## config.mk

```make
export PLATFORM = sky130hd
export DESIGN_NAME = inverse_permutation_unit_flat
export DESIGN_NICKNAME = d
export VERILOG_FILES = /design/src/rtl/inverse_permutation_unit_if.sv /design/src/rtl/inverse_permutation_unit.sv /design/src/flat_wrapper.sv
export SDC_FILE = /design/constraint.sdc
export NUM_CORES = 2
export LEC_CHECK = 0
export BUFFER_PORTS_ARGS = -buffer_cell sky130_fd_sc_hd__buf_2
export CAP_MARGIN = 5
export CELL_PAD_IN_SITES_DETAIL_PLACEMENT = 0
export CELL_PAD_IN_SITES_GLOBAL_PLACEMENT = 1
export CORE_MARGIN = 1
export CORE_UTILIZATION = 59
export CTS_CLUSTER_SIZE = 10
export DETAILED_ROUTE_END_ITERATION = 7
export PLACE_DENSITY_LB_ADDON = 0.1
export SYNTH_ARGS = -nofsm -noshare
export SYNTH_HDL_FRONTEND = slang
export SYNTH_SLANG_ARGS = --single-unit
```

## constraint.sdc

```tcl
create_clock -name clk -period 12.7 [get_ports clk]
set_clock_uncertainty 0.05 [all_clocks]
set_input_delay 0.635 -clock clk [delete_from_list [all_inputs] [get_ports clk]]
set_output_delay 0.635 -clock clk [all_outputs]
set_load 0.05 [all_outputs]
```

## src/rtl/inverse_permutation_unit_if.sv

```systemverilog
// rtl/inverse_permutation_unit_if.sv - lane stream handshake bundle for the inverse permutation unit
interface inverse_permutation_unit_if #(
  parameter int W = 64
);
  logic         in_valid;
  logic         in_ready;
  logic [W-1:0] in_data;
  logic         out_valid;
  logic         out_ready;
  logic [W-1:0] out_data;
  logic         out_last;

  // master feeds lanes in and drains lanes out; slave is the permutation unit
  modport master (
    output in_valid, in_data, out_ready,
    input  in_ready, out_valid, out_data, out_last
  );

  modport slave (
    input  in_valid, in_data, out_ready,
    output in_ready, out_valid, out_data, out_last
  );
endinterface

```

## src/rtl/inverse_permutation_unit.sv

```systemverilog
// rtl/inverse_permutation_unit.sv - serial-load, iterate inverse pi, serial-unload 5x5 lane state
module inverse_permutation_unit #(
  parameter int W      = 64,
  parameter int ROUNDS = 24
) (
  input  logic                        clk,
  input  logic                        rst,
  inverse_permutation_unit_if.slave   bus,
  output logic                        busy
);

  localparam int RW = $clog2(ROUNDS + 1);

  typedef enum logic [1:0] {LOAD, PERM, UNLOAD} state_t;

  state_t         state;
  logic [4:0]     cnt;
  logic [RW-1:0]  rnd;
  logic [W-1:0]   lane [25];
  logic           in_ready_q;
  logic           out_valid_q;
  logic           busy_q;
  logic           accept;
  logic           take;

  assign accept = bus.in_valid & in_ready_q;
  assign take   = out_valid_q & bus.out_ready;

  // Sequencer: counters, state and the registered handshake/busy flags move together
  always_ff @(posedge clk or negedge rst) begin
    if (!rst) begin
      state       <= LOAD;
      cnt         <= '0;
      rnd         <= '0;
      in_ready_q  <= 1'b1;
      out_valid_q <= 1'b0;
      busy_q      <= 1'b0;
    end else begin
      case (state)
        LOAD: begin
          if (accept) begin
            if (cnt == 5'd24) begin
              cnt        <= '0;
              rnd        <= '0;
              in_ready_q <= 1'b0;
              busy_q     <= 1'b1;
              state      <= PERM;
            end else begin
              cnt <= cnt + 5'd1;
            end
          end
        end
        PERM: begin
          // rnd counts completed rounds and parks at ROUNDS until the next load
          rnd <= rnd + 1'b1;
          if (rnd == RW'(ROUNDS - 1)) begin
            cnt         <= '0;
            out_valid_q <= 1'b1;
            state       <= UNLOAD;
          end
        end
        UNLOAD: begin
          if (take) begin
            if (cnt == 5'd24) begin
              cnt         <= '0;
              out_valid_q <= 1'b0;
              busy_q      <= 1'b0;
              in_ready_q  <= 1'b1;
              state       <= LOAD;
            end else begin
              cnt <= cnt + 5'd1;
            end
          end
        end
        default: begin
          state <= LOAD;
        end
      endcase
    end
  end

  // Lane storage: serial write while loading, whole-state inverse pi each PERM cycle.
  // A'[x][y] = A[y][(2x+3y) mod 5]; all indices are elaboration-time constants.
  always_ff @(posedge clk) begin
    if (state == LOAD && accept) begin
      lane[cnt] <= bus.in_data;
    end else if (state == PERM) begin
      for (int x = 0; x < 5; x++) begin
        for (int y = 0; y < 5; y++) begin
          lane[x + 5 * y] <= lane[y + 5 * ((2 * x + 3 * y) % 5)];
        end
      end
    end
  end

  assign bus.in_ready  = in_ready_q;
  assign bus.out_valid = out_valid_q;
  assign bus.out_last  = out_valid_q && (cnt == 5'd24);
  assign bus.out_data  = out_valid_q ? lane[cnt] : '0;
  assign busy          = busy_q;

endmodule

```

## src/flat_wrapper.sv

```systemverilog
// flat-port wrapper written by rule: the top's interface ports become plain ports
module inverse_permutation_unit_flat 
#(
  parameter int W      = 64,
  parameter int ROUNDS = 24
)
  (clk, rst, busy, bus_in_valid, bus_in_data, bus_out_ready, bus_in_ready, bus_out_valid, bus_out_data, bus_out_last);
  inverse_permutation_unit_if #(.W(W)) bus_i ();
  input  logic clk;
  input  logic rst;
  output logic busy;
  input wire logic [$bits(bus_i.in_valid)-1:0] bus_in_valid;
  input wire logic [$bits(bus_i.in_data)-1:0] bus_in_data;
  input wire logic [$bits(bus_i.out_ready)-1:0] bus_out_ready;
  output wire logic [$bits(bus_i.in_ready)-1:0] bus_in_ready;
  output wire logic [$bits(bus_i.out_valid)-1:0] bus_out_valid;
  output wire logic [$bits(bus_i.out_data)-1:0] bus_out_data;
  output wire logic [$bits(bus_i.out_last)-1:0] bus_out_last;
  assign bus_i.in_valid = bus_in_valid;
  assign bus_i.in_data = bus_in_data;
  assign bus_i.out_ready = bus_out_ready;
  assign bus_in_ready = bus_i.in_ready;
  assign bus_out_valid = bus_i.out_valid;
  assign bus_out_data = bus_i.out_data;
  assign bus_out_last = bus_i.out_last;
  inverse_permutation_unit #(.W(W), .ROUNDS(ROUNDS)) u_core (.clk(clk), .rst(rst), .bus(bus_i), .busy(busy));
endmodule
```

==> results.md <==
* DRC at 0
* Crit end category: primary output
* Max Cap Viol at 0
* Routed vias at 55.8k
* Sw frac at 37.1%
* Setup Crit Path Kind: reg -> out
* Largest net degree at the start of global routing at 189
* HPWL after DPL at 142 mm
* Crit-path max FO at 27
* First drt pass iteration count at 6
* Seq cells post-synth at 2,063
* Worst slew pin tran at 1.49 ns
* Switch Pwr at 9680 uW
* Logic pwr share at 36.4%
* Syn-to-layout area delta at 8.79%
* First-pass GRT wire length at 389 mm
* Number of synthesized flops with an enable pin at 2,048
* Final Hold Fails at 0
* Max clock buf depth at 3
* Gp weighted congestion at 0.821
* # IOs at 136
* Chip height at 398 um
* Peak Freq at 162 MHz
* Clock sink total at 2,063
* CP peak stage delay at 1.09 ns
* H-tree depth at 4
* P_int at 16,400 uW
* Hold_ws at 0.129 ns
* CP max-delay cell: nor2b_4
* RSZ-0062 raised after global routing: no
* Core area at 156,000 sq um
* Fin worst setup slack at 6.53 ns
* Sequential area share after synthesis at 66.7%
* Simple-Gate Fraction of Synth Area at 1.66%
* Adder-cell share of the synthesized area at 0.0405%
* Largest family of logic cells by synthesized area: compound AO/OA/AOI/OAI gates
* Crit path time final at 6.17 ns
* CTS tree: done
* 1st-iter DRT viols at 7,762
* Power, Total at 26,100 uW
* Number of global-route vias before repair at 54.5k
* Clock-pin slew on the worst setup and hold paths at 0.06 ns
* Mux contribution to synthesized area at 12.7%
* CTS root buf: clkbuf_16
* Synth Area in Compound Gates at 15.8%
* Leakage power at 0.0396 uW
* Share of flip-flops with an asynchronous set or reset at 0.727%
* Crit path arrival time at 5.48 ns
* Number of core rows at 145
* Input/output buffers at 135
* Cell mode on critical path: buf_4
* WP data required at 12.02 ns
* Synthesis Warnings at 0
* Syn Area/Cell at 16.2 sq um
* Cts bufs inserted at 227
* Ys flop type: edfxtp_1
* Post-DR vias/cell at 7.19
* Total Wirelength at 273 mm
* Die X at 398 um
* Setup slack at placement at 7.32 ns
* HP Class: in -> reg
* Post-layout nets at 5,709
* Share of cells above drive strength 1 at 16.9%
* Netlist cell types at 56
* CP cell instances: buf_4 -> nor2b_4 -> buf_4 -> a221oi_1 -> a32oi_1 -> buf_2
* Worst slew margin at 0.521%
* Gr usage total at 34.4%
* Status: finished clean
* Post-CTS Resized at 0
* Final setup viols at 0
* Part of the cycle the worst path needs at 48.6%
* VDD IR max at 0.000370 V
* WL per Instance at 35.2 um
* Remaining global-route overflow at 0
* ANT nets after route at 0
* Clk_lat worst skew at 0.85 ns
* Die area at 159,000 sq um
* Starting density of the core at 59.4%
* Initial antenna violation count at 8
* Net count after synthesis at 5,796
* Clock share of power at 22.2%
* PwrDens at 258 nW/um^2
* Synth Area in XOR/XNOR at 0%
* Fin. max-slew vios at 0
* Synth Cell Area at 92,700 sq um
* Reg power frac at 41.4%
* Setup TNS at 0 ns
* Cell count after synthesis at 5,725
* Startpoint types: flip-flop
layer usage:
layer / track usage (%) / vias up / part of all wire (%)
met5: 0 / - / 0
met4: 9.71 / 0 / 2.8
met3: 6.80 / 524 / 10
met2: 53.1 / 3389 / 47
met1: 50.1 / 29200 / 40
li1: - / 22600 / -
cells in the mapped netlist (all sizes together), types with 2 or more instances:
cell type,n,area share (%)
a211oi,2,0.016
or3b,2,0.019
nand3b,4,0.032
o31ai,3,0.030
edfxtp,2048,66
a21o,1537,12
a32oi,64,0.60
nand2,141,0.57
clkbuf,281,1.1
nor3b,2,0.016
nand3,70,0.38
and2,68,0.46
nand2b,4,0.027
nor2b,5,0.034
ha,3,0.040
mux4,320,7.8
buf,319,1.9
nor3,3,0.016
mux2,64,0.78
mux2i,384,4.1
a221oi,128,1.2
dfrtp,14,0.38
a22oi,64,0.52
a21oi,64,0.35
or3,2,0.013
inv,5,0.020
nor2,11,0.047
o21ai,95,0.51
through the flow:
stage               area [sq um]  std cells  utilization [%]
finish                    101000       7757             64.7
global route              101000       7754             64.6
CTS                       101000       7754             64.6
detailed placement         94800       7466             60.7
global placement           94800       7466             60.7
floorplan                  92700       5725                -
state kept, by name (all words and copies together), names as in the netlist:
signal                cells
u_core.lane            2048
u_core.cnt                5
u_core.rnd                5
u_core.state              2
u_core.bus.in_ready       1
u_core.bus.out_valid      1
u_core.busy               1
timing repair:
item                      4_1_cts  5_1_grt
hold buffers                    1        0
buffers inserted                0        0
hold endpoints to repair       15        0
worst max-delay path: cells and delay by family, from the launching register on:
kind                   cells  cell delay [ns]
AO/OA/AOI/OAI              2             1.00
buffers and inverters      3             1.71
flip-flops                 1             0.73
AND/OR/NAND/NOR            1             1.09
power by group through the flow:
stage | logic (uW) | clock network, uW | registers, uW
final | 9470 | 5790 | 10800
after global routing | 9900 | 6080 | 10900
after CTS | 9380 | 5840 | 10700
after detailed placement | 9330 | 0 | 10900
after global placement | 9250 | 0 | 10800
after floorplan | 6380 | 0 | 10600
cell families after synthesis:
| family | Yosys count |
|---|---|
| AO/OA/AOI/OAI | 1968 |
| adder cells (fa/ha/maj) | 3 |
| buffers and inverters | 605 |
| flip-flops | 2063 |
| multiplexers | 768 |
| AND/OR/NAND/NOR | 318 |
final timing paths:
path	to	cells past startpoint	startpoint	slack (ns)
min in group asynchronous	u_core.rnd[3]	2	rst	0.20
worst max-delay path	bus_out_data[48]	6	u_core.cnt[3]	6.53
worst min register to register	u_core.rnd[4]	1	u_core.rnd[4]	0.44
worst max register to register	u_core.lane[10][21]	5	u_core.cnt[1]	7.17
max in group asynchronous	u_core.cnt[3]	2	rst	12.04
worst min-delay path	u_core.state[1]	3	bus_out_ready	0.13
final cells by class:
cell class / instances / area [sq um]
fill: 11100 / 55200
clock buffer: 271 / 5950
tap: 2058 / 2570
timing repair buffer: 284 / 1870
clock inverter: 16 / 151
inverter: 5 / 23.8
multi-input combinational: 3057 / 28400
antenna: 3 / 7.51
sequential: 2063 / 61900
cell usage in the layout (no fill, tap or decap), types with 40 or more instances in the layout:
cell type / count
clkbuf_16: 232
edfxtp_1: 2048
buf_4: 142
mux2_2: 64
a32oi_1: 64
a21o_1: 1537
nand2_1: 141
nand3_1: 70
a21oi_1: 64
a221oi_1: 128
and2_1: 40
mux4_2: 320
o21ai_1: 64
a22oi_1: 64
buf_2: 135
mux2i_1: 384
Power figures use the tool's default switching activity.
